`config.mk`:
```
export PLATFORM = sky130hd
export DESIGN_NAME = led_mode_ctrl
export DESIGN_NICKNAME = d
export VERILOG_FILES = /design/src/rtl/led_mode_ctrl.sv
export SDC_FILE = /design/constraint.sdc
export NUM_CORES = 1
export LEC_CHECK = 0
export BUFFER_PORTS_ARGS = -buffer_cell sky130_fd_sc_hd__buf_2
export CAP_MARGIN = 20
export CORE_MARGIN = 2
export CORE_UTILIZATION = 24
export DETAILED_ROUTE_END_ITERATION = 7
export SYNTH_ARGS = -nofsm -noshare
export SYNTH_HDL_FRONTEND = slang
export SYNTH_SLANG_ARGS = --single-unit
```
`constraint.sdc`:
```
create_clock -name clk -period 2.15 [get_ports clk]
set_input_delay 0.215 -clock clk [delete_from_list [all_inputs] [get_ports clk]]
set_output_delay 0.215 -clock clk [all_outputs]
set_load 0.1 [all_outputs]
```
`src/rtl/led_mode_ctrl.sv`:
```
// Front-panel button controller: synchronises and debounces the mode and
// frequency buttons and steps or restores the LED pattern selections.

module led_btn_fsm #(
  parameter int DEBOUNCE_CYCLES = 4,
  parameter int LONG_CYCLES     = 16,
  parameter bit HAS_LONG        = 1'b1
) (
  input  logic clk,
  input  logic reset,
  input  logic s,
  output logic step,
  output logic clear
);

  localparam int DW = $clog2(DEBOUNCE_CYCLES + 1);
  localparam int HW = $clog2(LONG_CYCLES + 1);
  localparam logic [DW-1:0] D_ONE  = DW'(1);
  localparam logic [DW-1:0] D_LAST = DW'(DEBOUNCE_CYCLES - 1);
  localparam logic [HW-1:0] H_LAST = HW'(LONG_CYCLES - 1);
  localparam logic [HW-1:0] H_MAX  = HW'(LONG_CYCLES);

  typedef enum logic [2:0] {
    IDLE,
    DEB_PRESS,
    PRESSED,
    WAIT_REL,
    DEB_REL
  } state_t;

  state_t          state, state_nxt, ret, ret_nxt;
  logic [DW-1:0]   dcnt, dcnt_nxt;
  logic [HW-1:0]   hcnt, hcnt_nxt, hcnt_inc;
  logic            accept, short_ev, long_ev;

  assign hcnt_inc = (hcnt == H_MAX) ? hcnt : hcnt + HW'(1);

  // NOTE: state registers use non-blocking assignments so every flop samples
  // the pre-edge values regardless of statement order.
  always_ff @(posedge clk or negedge reset) begin
    if (!reset) begin
      state <= IDLE;
      ret   <= PRESSED;
      dcnt  <= '0;
      hcnt  <= '0;
    end else begin
      state <= state_nxt;
      ret   <= ret_nxt;
      dcnt  <= dcnt_nxt;
      hcnt  <= hcnt_nxt;
    end
  end

  // NOTE: every output of this block gets a default first, so no path can
  // leave a variable unassigned and infer a latch.
  always_comb begin
    state_nxt = state;
    ret_nxt   = ret;
    dcnt_nxt  = dcnt;
    hcnt_nxt  = hcnt;
    accept    = 1'b0;
    short_ev  = 1'b0;
    long_ev   = 1'b0;
    case (state)
      IDLE: begin
        if (s) begin
          state_nxt = DEB_PRESS;
          dcnt_nxt  = D_ONE;
        end
      end
      DEB_PRESS: begin
        if (!s) begin
          state_nxt = IDLE;
          dcnt_nxt  = '0;
        end else if (dcnt >= D_LAST) begin
          state_nxt = PRESSED;
          dcnt_nxt  = '0;
          hcnt_nxt  = '0;
          accept    = 1'b1;
        end else begin
          dcnt_nxt  = dcnt + D_ONE;
        end
      end
      PRESSED: begin
        if (HAS_LONG && hcnt >= H_LAST) begin
          state_nxt = WAIT_REL;
          hcnt_nxt  = H_MAX;
          long_ev   = 1'b1;
        end else if (!s) begin
          state_nxt = DEB_REL;
          ret_nxt   = PRESSED;
          dcnt_nxt  = D_ONE;
          hcnt_nxt  = hcnt_inc;
        end else begin
          hcnt_nxt  = hcnt_inc;
        end
      end
      WAIT_REL: begin
        if (!s) begin
          state_nxt = DEB_REL;
          ret_nxt   = WAIT_REL;
          dcnt_nxt  = D_ONE;
        end
      end
      DEB_REL: begin
        // Hold time keeps running through a release glitch so a bouncy
        // long press still fires on schedule.
        if (ret == PRESSED) hcnt_nxt = hcnt_inc;
        if (s) begin
          state_nxt = ret;
          dcnt_nxt  = '0;
        end else if (dcnt >= D_LAST) begin
          state_nxt = IDLE;
          dcnt_nxt  = '0;
          short_ev  = (ret == PRESSED);
        end else begin
          dcnt_nxt  = dcnt + D_ONE;
        end
      end
      default: begin
        state_nxt = IDLE;
        dcnt_nxt  = '0;
      end
    endcase
  end

  assign step  = HAS_LONG ? short_ev : accept;
  assign clear = long_ev;

endmodule

module led_mode_ctrl #(
  parameter int DEBOUNCE_CYCLES = 4,
  parameter int LONG_CYCLES     = 16
) (
  input  logic       clk,
  input  logic       reset,
  input  logic       btn_mode,
  input  logic       btn_freq,
  output logic [1:0] mode_sel,
  output logic [1:0] freq_sel,
  output logic       mode_pulse,
  output logic       freq_pulse
);

  logic [1:0] mode_sync, freq_sync;
  logic       mode_step, mode_clear, freq_step, freq_clear, clear_all;

  always_ff @(posedge clk or negedge reset) begin
    if (!reset) begin
      mode_sync <= '0;
      freq_sync <= '0;
    end else begin
      mode_sync <= {mode_sync[0], btn_mode};
      freq_sync <= {freq_sync[0], btn_freq};
    end
  end

  led_btn_fsm #(
    .DEBOUNCE_CYCLES (DEBOUNCE_CYCLES),
    .LONG_CYCLES     (LONG_CYCLES),
    .HAS_LONG        (1'b1)
  ) u_mode_fsm (
    .clk   (clk),
    .reset (reset),
    .s     (mode_sync[1]),
    .step  (mode_step),
    .clear (mode_clear)
  );

  led_btn_fsm #(
    .DEBOUNCE_CYCLES (DEBOUNCE_CYCLES),
    .LONG_CYCLES     (LONG_CYCLES),
    .HAS_LONG        (1'b0)
  ) u_freq_fsm (
    .clk   (clk),
    .reset (reset),
    .s     (freq_sync[1]),
    .step  (freq_step),
    .clear (freq_clear)
  );

  // A restore wins over a same-cycle frequency step and yields a single pulse.
  assign clear_all = mode_clear | freq_clear;

  always_ff @(posedge clk or negedge reset) begin
    if (!reset) begin
      mode_sel   <= '0;
      freq_sel   <= '0;
      mode_pulse <= 1'b0;
      freq_pulse <= 1'b0;
    end else begin
      mode_pulse <= mode_step | clear_all;
      freq_pulse <= freq_step | clear_all;
      if (clear_all) begin
        mode_sel <= '0;
        freq_sel <= '0;
      end else begin
        if (mode_step) mode_sel <= mode_sel + 2'd1;
        if (freq_step) freq_sel <= freq_sel + 2'd1;
      end
    end
  end

endmodule

```
==> results.tsv <==
stage	metric	value	unit
detailed_routing	initialDrtViolationCount	113	
run	maxCapViolations	0	
worst_hold_path	min_delay_path_depth	1	
critical_path	worstPathCellList	ha_1 -> and3_1 -> ha_1 -> nor2_2 -> a31o_2 -> nand3_1 -> o311ai_1	
global_route	grt_max_degree	30	
cells_and_area	nFillCells	665	
critical_path	criticalPathCategory	reg2reg	
critical_path	ff2ff_setup_slack	190	ps
yosys	synth-main-ff-cell	dfrtp_1	
floorplanning	die_y	86.04	um
cells_and_area	fin_nets	185	
pwr	cellLeakagePower	0.8126	nW
critical_path	cp_max_fo	7	
floorplanning	core_area	6422	um2
yosys	synth_cell_types	53	
yosys	synth_area	1615	um2
sta	maxSlewViolCount	0	
critical_path	worstSetupEndpointType	flip-flop	
critical_path	critical_path_arrival	2140	ps
worst_hold_path	holdCritStartpoint	btn_mode	
placement	gp_congestion	0.7940	
critical_path	worst_path_max_delay_cell	dfrtp_1	
critical_path	cp_num_buf_inv	0	
critical_path	cp.depth	7	
cts	clkSinkCount	29	
sta	min_period	1957	ps
yosys	synth_seq_cells	29	
sta	worstMarginPinSlew	651.2	ps
global_route	overflow	0	
floorplanning	ioPinCount	10	
global_route	gr-usage-all-layers	9.646	%
cts	clk_pin_slew	60	ps
cells_and_area	area_delta_synth_final	14.41	%
sta	clock.fmax	510.9	MHz
detailed_routing	routedWlPerCell	12.72	um
pwr	power.density	1303	nW/um2
floorplanning	die_w	86.04	um
cts	cts_tree	yes	
yosys	synth_nets	172	
cts	clock_path_buffers	2	
status	status	finished clean	
placement	hpwl	2253	um
yosys	yosys_warnings	0	
detailed_routing	drcViolationCount	0	
global_route	grt_pass1_vias	1129	
floorplanning	rows	29	
yosys	synth.most_common_cell	dfrtp_1	
sta	finClkSkew	4.619	ps
cells_and_area	diodes	0	
sta	finalCritPeriodShare	91.04	%
yosys	netlist_top_cells_area	dfrtp_1 45%, ha_1 5.4%, nor2_1 3.0%	
critical_path	r2r_start	u_mode_fsm.hcnt[0]$_DFFE_PN0P_	
critical_path	ff2ff_path_depth	7	
detailed_routing	routed_wl	3205	um
yosys	seq_area_frac_synth	44.93	%
cts	clk-insertion-delay-late	280	ps
floorplanning	initial_utilization	25.15	%
critical_path	critPathRequiredTime	2330	ps
sta	slew-limit-headroom	56.59	%
placement	io_buffers	9	
sta	finalSetupViolations	0	
sta	hold_viol	0	
yosys	synth_edf_count	0	
yosys	yosysTopAreaCellShare	44.93	%
critical_path	cpMostUsedCell	ha_1	
yosys	async_flop_share	100.0	%
sta	grt_setup_unrepaired	false	
cts	clockRootBuffer	clkbuf_8	
detailed_routing	first_pass_iters	4	
sta	fin_tns_setup	0	ps
yosys	synth_cells	161	
pwr	ir_drop	0.5357	mV
critical_path	worstReg2RegEnd	u_mode_fsm.hcnt[3]$_DFFE_PN0P_	
cts	cts_buffers	5	
cts	htreeDepth	2	
floorplanning	die_area	7403	um2
yosys	synth_common_cells	29 x dfrtp_1, 13 x nor2_1, 11 x inv_1	
global_route	grt_pass1_wl	5520	um
critical_path	startpoint_type	flip-flop	
detailed_routing	ant_nets	0	
cells_and_area	drive_above_1_share	18.29	%
pwr	p_total	2.409	mW
yosys	synth_top_area_cell	dfrtp_1	
critical_path	crit_family	compound AO/OA/AOI/OAI gates	
cells_and_area	multi_input_area	802.0	um2
critical_path	slowest_delay	440	ps
cells_and_area	regArea	725.7	um2
detailed_routing	routed-via-count	1242	
global_route	antenna_found_initial	0	
worst_hold_path	hold_end	mode_sync[0]$_DFF_PN0_	
detailed_routing	vias_per_cell	4.929	
yosys	avgSynthCellArea	10.03	um2
worst_hold_path	hp-class	in2reg	
==> metrics by stage <==
stage                     cell area [um2]  worst slack (ps)  utilization (%)  hold slack [ps]  cells
after floorplan                      1615             308.0                -           -80.59    161
after global placement               1734             210.8            27.00            287.3    243
after detailed placement             1734             169.4            27.00            295.7    243
after CTS                            1846             152.3            28.74            26.05    252
after global routing                 1848             40.15            28.77            24.35    252
final                                1848             192.5            28.77            37.38    252
==> worst max-delay path by stage <==
| stage | start | endpoint |
|---|---|---|
| 6_report | u_mode_fsm.hcnt[0]$_DFFE_PN0P_ | u_mode_fsm.hcnt[3]$_DFFE_PN0P_ |
| 3_3_place_gp | u_mode_fsm.hcnt[0]$_DFFE_PN0P_ | u_mode_fsm.hcnt[3]$_DFFE_PN0P_ |
| 4_1_cts | u_mode_fsm.hcnt[0]$_DFFE_PN0P_ | u_mode_fsm.hcnt[3]$_DFFE_PN0P_ |
| 2_1_floorplan | u_mode_fsm.hcnt[0]$_DFFE_PN0P_ | u_mode_fsm.hcnt[3]$_DFFE_PN0P_ |
| 3_5_place_dp | u_mode_fsm.hcnt[0]$_DFFE_PN0P_ | u_mode_fsm.hcnt[3]$_DFFE_PN0P_ |
| 5_1_grt | u_mode_fsm.hcnt[0]$_DFFE_PN0P_ | u_mode_fsm.hcnt[3]$_DFFE_PN0P_ |
==> state kept, by name (all words and copies together), names as in the netlist <==
name              flops
mode_pulse            1
u_freq_fsm.ret        1
freq_sel              2
u_mode_fsm.dcnt       3
u_mode_fsm.hcnt       5
mode_sync             2
freq_sync             2
freq_pulse            1
u_mode_fsm.ret        1
u_freq_fsm.state      3
u_freq_fsm.dcnt       3
u_mode_fsm.state      3
mode_sel              2
==> layer usage <==
metal	global-route usage, %	wire length (um)	vias up
met5	0	0	-
met4	5.339	74	0
met3	2.887	113	7
met2	12.76	1367	17
met1	13.79	1649	595
li1	-	-	623
==> layout by cell type (no fill, tap or decap), types with 2 or more instances in the layout <==
cell       instances
ha_1               7
a21oi_1            8
a22o_1             2
nor2_1            12
nand4_1            5
o32ai_1            4
buf_4              3
or3_1              2
a2bb2oi_1          2
nor4bb_1           2
o21ai_0            6
xor2_1             4
and2_1             2
clkbuf_8           7
dfrtp_1           29
nand3_1            6
buf_2              9
inv_1             11
nor2b_1            5
o311ai_1           2
nor3b_1            2
nor3_1             3
nand2_1            9
==> cell families after synthesis <==
| group | synth area share (%) |
|---|---|
| simple gates | 20.99 |
| compound gates | 20.22 |
| flops | 44.93 |
| buf+inv | 5.577 |
| fa+ha+maj | 5.422 |
| xor+xnor | 2.169 |
| mux | 0.6971 |
==> cell type report <==
cell class              count  area share (%)
clock inverters             1          0.2708
flip-flops and latches     29           39.27
multi-input cells         113           43.40
repair buffers             13           4.198
clock buffers               7           5.213
inverters                  12           2.437
well taps                  77           5.213
==> power breakdown <==
part / internal (mW) / total [mW] / switching (mW)
clock: 0.289 / 0.497 / 0.208
sequential: 0.685 / 0.909 / 0.224
combinational: 0.398 / 1.00 / 0.604
total: 1.37 / 2.41 / 1.04
==> repair_timing <==
action,CTS,global route
hold endpoints to repair,29,0
resized for setup,0,1
hold buffers,1,0
setup endpoints to repair,0,2
buffers inserted,0,0
No activity file was read; power rests on OpenSTA's default activity.
